==> src/rtl/id_ex_stage.sv <==
// ID/EX pipeline register with execute-stage forwarding and operand selection.
// Holds decoded controls/operands for one stage and builds SrcAE/SrcBE for the ALU.
module id_ex_stage #(
  parameter int DW = 32,
  parameter int RW = 5
) (
  input  logic          clk,
  input  logic          reset,
  input  logic          StallE,
  input  logic          FlushE,
  input  logic          ValidD,
  input  logic          RegWriteD,
  input  logic          MemtoRegD,
  input  logic          MemWriteD,
  input  logic          ALUSrcD,
  input  logic          RegDstD,
  input  logic [2:0]    ALUControlD,
  input  logic [DW-1:0] RD1D,
  input  logic [DW-1:0] RD2D,
  input  logic [DW-1:0] SignImmD,
  input  logic [RW-1:0] RsD,
  input  logic [RW-1:0] RtD,
  input  logic [RW-1:0] RdD,
  input  logic [1:0]    ForwardAE,
  input  logic [1:0]    ForwardBE,
  input  logic [DW-1:0] ALUOutM,
  input  logic [DW-1:0] ResultW,
  output logic          ValidE,
  output logic          RegWriteE,
  output logic          MemtoRegE,
  output logic          MemWriteE,
  output logic [2:0]    ALUControlE,
  output logic [DW-1:0] SrcAE,
  output logic [DW-1:0] SrcBE,
  output logic [DW-1:0] WriteDataE,
  output logic [RW-1:0] WriteRegE,
  output logic [RW-1:0] RsE,
  output logic [RW-1:0] RtE
);

  logic          valid_q,    valid_d;
  logic          regwrite_q, regwrite_d;
  logic          memtoreg_q, memtoreg_d;
  logic          memwrite_q, memwrite_d;
  logic          alusrc_q,   alusrc_d;
  logic          regdst_q,   regdst_d;
  logic [2:0]    aluctrl_q,  aluctrl_d;
  logic [DW-1:0] rd1_q,      rd1_d;
  logic [DW-1:0] rd2_q,      rd2_d;
  logic [DW-1:0] signimm_q,  signimm_d;
  logic [RW-1:0] rs_q,       rs_d;
  logic [RW-1:0] rt_q,       rt_d;
  logic [RW-1:0] rd_q,       rd_d;

  // Next-state priority: flush (full bubble) > stall (hold) > load.
  always_comb begin
    valid_d    = valid_q;
    regwrite_d = regwrite_q;
    memtoreg_d = memtoreg_q;
    memwrite_d = memwrite_q;
    alusrc_d   = alusrc_q;
    regdst_d   = regdst_q;
    aluctrl_d  = aluctrl_q;
    rd1_d      = rd1_q;
    rd2_d      = rd2_q;
    signimm_d  = signimm_q;
    rs_d       = rs_q;
    rt_d       = rt_q;
    rd_d       = rd_q;
    if (FlushE) begin
      valid_d    = 1'b0;
      regwrite_d = 1'b0;
      memtoreg_d = 1'b0;
      memwrite_d = 1'b0;
      alusrc_d   = 1'b0;
      regdst_d   = 1'b0;
      aluctrl_d  = 3'b000;
      rd1_d      = '0;
      rd2_d      = '0;
      signimm_d  = '0;
      rs_d       = '0;
      rt_d       = '0;
      rd_d       = '0;
    end else if (!StallE) begin
      valid_d    = ValidD;
      // An invalid slot may carry stale controls but must never write.
      regwrite_d = RegWriteD & ValidD;
      memwrite_d = MemWriteD & ValidD;
      memtoreg_d = MemtoRegD;
      alusrc_d   = ALUSrcD;
      regdst_d   = RegDstD;
      aluctrl_d  = ALUControlD;
      rd1_d      = RD1D;
      rd2_d      = RD2D;
      signimm_d  = SignImmD;
      rs_d       = RsD;
      rt_d       = RtD;
      rd_d       = RdD;
    end
  end

  always_ff @(posedge clk) begin
    if (reset) begin
      valid_q    <= 1'b0;
      regwrite_q <= 1'b0;
      memtoreg_q <= 1'b0;
      memwrite_q <= 1'b0;
      alusrc_q   <= 1'b0;
      regdst_q   <= 1'b0;
      aluctrl_q  <= 3'b000;
      rd1_q      <= '0;
      rd2_q      <= '0;
      signimm_q  <= '0;
      rs_q       <= '0;
      rt_q       <= '0;
      rd_q       <= '0;
    end else begin
      valid_q    <= valid_d;
      regwrite_q <= regwrite_d;
      memtoreg_q <= memtoreg_d;
      memwrite_q <= memwrite_d;
      alusrc_q   <= alusrc_d;
      regdst_q   <= regdst_d;
      aluctrl_q  <= aluctrl_d;
      rd1_q      <= rd1_d;
      rd2_q      <= rd2_d;
      signimm_q  <= signimm_d;
      rs_q       <= rs_d;
      rt_q       <= rt_d;
      rd_q       <= rd_d;
    end
  end

  // Select 11 is reserved and falls back to the register-file value.
  function automatic logic [DW-1:0] fwd_sel(input logic [1:0]    sel,
                                            input logic [DW-1:0] reg_val,
                                            input logic [DW-1:0] mem_val,
                                            input logic [DW-1:0] wb_val);
    logic [DW-1:0] r;
    case (sel)
      2'b10:   r = mem_val;
      2'b01:   r = wb_val;
      default: r = reg_val;
    endcase
    return r;
  endfunction

  logic [DW-1:0] fwd_a;
  logic [DW-1:0] fwd_b;

  always_comb begin
    fwd_a = fwd_sel(ForwardAE, rd1_q, ALUOutM, ResultW);
    fwd_b = fwd_sel(ForwardBE, rd2_q, ALUOutM, ResultW);
  end

  assign ValidE      = valid_q;
  assign RegWriteE   = regwrite_q;
  assign MemtoRegE   = memtoreg_q;
  assign MemWriteE   = memwrite_q;
  assign ALUControlE = aluctrl_q;
  assign SrcAE       = fwd_a;
  assign WriteDataE  = fwd_b;
  assign SrcBE       = alusrc_q ? signimm_q : fwd_b;
  assign WriteRegE   = regdst_q ? rd_q : rt_q;
  assign RsE         = rs_q;
  assign RtE         = rt_q;

endmodule

==> config.mk <==
export PLATFORM = sky130hd
export DESIGN_NAME = id_ex_stage
export DESIGN_NICKNAME = d
export VERILOG_FILES = /design/src/rtl/id_ex_stage.sv
export SDC_FILE = /design/constraint.sdc
export NUM_CORES = 1
export LEC_CHECK = 0
export BUFFER_PORTS_ARGS = -buffer_cell sky130_fd_sc_hd__buf_2
export CORE_MARGIN = 2
export CORE_UTILIZATION = 40
export CTS_CLUSTER_SIZE = 20
export DETAILED_ROUTE_END_ITERATION = 10
export PLACE_DENSITY = 0.72
export SLEW_MARGIN = 30
export SYNTH_ARGS = -nofsm -noshare
export SYNTH_HDL_FRONTEND = slang
export SYNTH_SLANG_ARGS = --single-unit
==> constraint.sdc <==
create_clock -name clk -period 4.7 [get_ports clk]
set_input_delay 1.41 -clock clk [delete_from_list [all_inputs] [get_ports clk]]
set_output_delay 1.41 -clock clk [all_outputs]
set_load 0.05 [all_outputs]
* Yosys cells after proc, flatten, opt, wreduce, memory -nomap -nowiden
Cells that the tools add are included.
** Cells by class
- Mux-type cells :: 4
- Bitwise gates (word level) :: 2
- Equal/unequal tests :: 4
- Reduce and logical (&&, ||, !) cells :: 1
** Operators by type and width (number)
- $pmux W32 S2 :: 2
- $mux W32 :: 1
- $mux W5 :: 1
- $eq A2 B1 Y1 const B :: 2
- $eq A2 B2 Y1 const B :: 2
- $and A1 B1 Y1 :: 2
- $reduce_or A2 Y1 :: 1
** Storage, ports and cells
- Word-level logic and storage cells :: 24
- Input port bits :: 192
- Register bits :: 120
- Output and inout port bits :: 118

* Longest topological paths before layout
- Depth after elaboration :: 3
- Depth in mapped cells :: 6
- Mapped depth without buffers :: 4

* Worst setup path after synthesis
Ideal clock, no wire load.
- Path type :: input-to-output
- Start :: input port ForwardBE[0]
- End :: output port SrcBE[0]
- Stages on the path :: 6
- Data arrival time :: 3.323 ns
- Slack :: -0.033 ns
- Path buffers :: 2
- Data required time :: 3.290 ns
- Cell sequence :: inv_1 ha_1 buf_6 buf_2 nor2b_1 o31ai_1
** On the way
- Word-level cells in the longest chain between the ends :: 3
- Elaborated cells between the ends (all ways) :: 4
- Classes of those cells :: eq/ne: 2; mux: 2
** RTL lines
- start: declaration :: RTL line 25 : input logic [1:0] ForwardBE,
- $eq A2 B1 Y1 / $eq A2 B2 Y1 (equally long branches) :: RTL line 140 : case (sel)
- $pmux W32 S2 (*) :: RTL line 140
- $mux W32 (*) :: RTL line 163 : assign SrcBE = alusrc_q ? signimm_q : fwd_b;
- end: declaration :: RTL line 34 : output logic [DW-1:0] SrcBE,
Mark *: on every way between the ends. The rest lies on a longest branch, timed or not.

* Final worst setup path
- Start :: input port ForwardBE[0]
- End :: output port SrcBE[18]
The elaborated chain is that of the path after synthesis.

==> flow_metrics.tcl <==
set metrics [dict create \
    status "complete, no violations" \
    min_path_type "reg2reg" \
    cp.arrival_ps 2900 \
    power.density_nw_per_um2 399 \
    pin_count 310 \
    die_x_um 127 \
    drtIter0Drc 357 \
    finalMaxSlewViolations 0 \
    slew_headroom_pct 38.7 \
    post_dp_cell_area_um2 7770 \
    rsz0062_at_grt "no" \
    grt_max_degree 68 \
    fin_skew_ps 0 \
    dpl.cell_count 1135 \
    initial_core_util_pct 41.1 \
    grt.total_usage_pct 23.1 \
    ys_seq_elements 120 \
    finalNonFillerCells 1167 \
    grt_pass1_wl_um 29400 \
    synth-edff-count 0 \
    die_h_um 127 \
    cap_violations 0 \
    seq_area_frac_synth_pct 39.9 \
    critPathMaxFanout 64 \
    final_cell_area_um2 8400 \
    fin_tns_setup_ps 0 \
    cts_setup_buffers 0 \
    setup_viol 0 \
    drc 0 \
    synth_ff_type "dfxtp_1" \
    synth_common_cells "nor2_1 (150), dfxtp_1 (120), mux2i_1 (118)" \
    synthesis.area_um2 6020 \
    tightest_slew_ps 919 \
    synth_area_leaders "dfxtp_1 (40%), mux2i_1 (20%), nor2_1 (9.4%)" \
    grt_pass1_vias 5956 \
    ys_warn_count 0 \
    avgSynthCellArea_um2 8.69 \
    crit_path_start_kind "primary input" \
    synth_top_cell_area_share_pct 39.9 \
    clkSlewWorstSetupHoldPaths_ps 50 \
    routed-via-count 6185 \
    yosysMostFrequentCell "nor2_1" \
    synth.distinct_cells 19 \
    die_area_um2 16000 \
    num_rows 44 \
    cp-end-kind "primary output" \
    cts-htree-levels 4 \
    cts_inserted_buffers 17 \
    syn_inst 693 \
    antenna_cells 0 \
    drt-total-wl_um 19200 \
    area_growth_syn_to_layout_pct 39.5 \
    fmax_mhz 232 \
    async_flop_share_pct 0 \
    coreArea_um2 14600 \
    synth_area_leader_cell "dfxtp_1" \
    drive_above_1_share_pct 39.5 \
    clock_sinks 120 \
    overflow 0 \
    post_drt_wl_per_cell_um 16.4 \
    clockBufferDepth 2 \
    hold_violations 0 \
    nNetsFinal 1166 \
    whs_path_depth 2 \
    grt_antenna_before_repair 0 \
    clkLatencyLatePin_ps 410 \
    irDropWorstVdd_uv 211 \
    vias_per_cell 5.30 \
    ant_nets 0 \
    r2r_cells 2 \
    cts-resized-gates 0 \
    hold_buffers 0 \
    syn_nets 889 \
    power_leakage_nw 4.10 \
    gp_congestion 0.860 \
    root_buffer "clkbuf_16" \
    dp_hpwl_um 13300 \
    n_fill_cell 1382 \
    fin_crit_ps 4310 \
    port_buffers 309 \
    critPathKind "in2out" \
    cts_tree "done" \
    fin_crit_sh_pct 91.8 \
    drt_pass1_iterations 5 \
    cp.required_ps 3290 \
]
## state kept, by name (all words and copies together), names as in the netlist
register,cells
ALUControlE,3
MemWriteE,1
MemtoRegE,1
RegWriteE,1
RsE,5
RtE,5
ValidE,1
alusrc_q,1
rd1_q,32
rd2_q,32
rd_q,5
regdst_q,1
signimm_q,32
## worst paths after layout
kind	start	to	slack [ps]
max	ForwardBE[0]	SrcBE[18]	390
min	MemWriteE	MemWriteE	460
max reg2reg	alusrc_q	alusrc_q	3440
min reg2reg	MemWriteE	MemWriteE	460
## critical path, stage by stage
cell and delay (ps):
buf_2 110, inv_1 50, ha_2 280, buf_12 190, a221oi_1 460, o31ai_2 110, buf_2 240
## where the power goes
group	leakage, nW	switching [mW]	internal, mW
sequential	0.979	0.0243	1.05
combinational	2.81	0.632	0.269
clock	0.304	0.447	0.927
## area by class of cell
| class | instances | area [um2] | area share, % |
|---|---|---|---|
| Timing Repair Buffer | 319 | 1700 | 20.3 |
| Clock inverter | 8 | 143 | 1.70 |
| Sequential cell | 120 | 2410 | 28.7 |
| Multi-Input combinational cell | 508 | 3420 | 40.7 |
| Tap cell | 184 | 230 | 2.74 |
| Clock buffer | 24 | 482 | 5.74 |
| Inverter | 4 | 15.0 | 0.179 |
## cells in the final DEF (no fill, tap or decap)
master        n
dfxtp_1     119
o21ai_0      32
o31ai_2      32
mux2_2        5
buf_6         1
nand3b_1      2
ha_1          2
clkbuf_8      3
mux2i_1     118
buf_12        6
nand2_1      66
bufinv_16     4
buf_4         4
a21oi_1       2
a221oi_1     32
ha_2          2
clkbuf_16    17
inv_1         4
clkinv_2      3
nor2b_1      32
nor2_1      150
clkbuf_1      4
dfxtp_4       1
or2_4         1
buf_2       308
clkinvlp_4    1
a22oi_1      32
## logic make-up (layout without fill, tap and decap cells)
| family | after synthesis | after routing | synth area share, % |
|---|---|---|---|
| adders and majority gates | 4 | 4 | 0.831 |
| and+or+nand+nor | 251 | 251 | 17.1 |
| buffers and inverters | 65 | 355 | 6.09 |
| DFF | 120 | 120 | 39.9 |
| muxes | 123 | 123 | 20.6 |
| AOI/OAI and AO/OA | 130 | 130 | 15.5 |
## routing by layer
| metal | GRT usage, % | part of all wire, % | vias to the layer above |
|---|---|---|---|
| met5 | 0 | 0 | - |
| met4 | 9.70 | 2.7 | 0 |
| met3 | 6.62 | 8.5 | 39 |
| met2 | 40.2 | 48 | 301 |
| met1 | 26.6 | 40 | 2859 |
| li1 | - | - | 2986 |
## through the flow
stage / total power, mW / worst slack, ps / util, % / hold WS (ps)
after floorplan: 1.75 / 146 / - / 458
after global placement: 1.99 / 422 / 53.1 / 451
after detailed placement: 2.00 / 410 / 53.1 / 454
after CTS: 3.37 / 409 / 57.3 / 465
after global routing: 3.48 / 320 / 57.3 / 497
final: 3.35 / 386 / 57.3 / 463
Power figures use the tool's default switching activity.
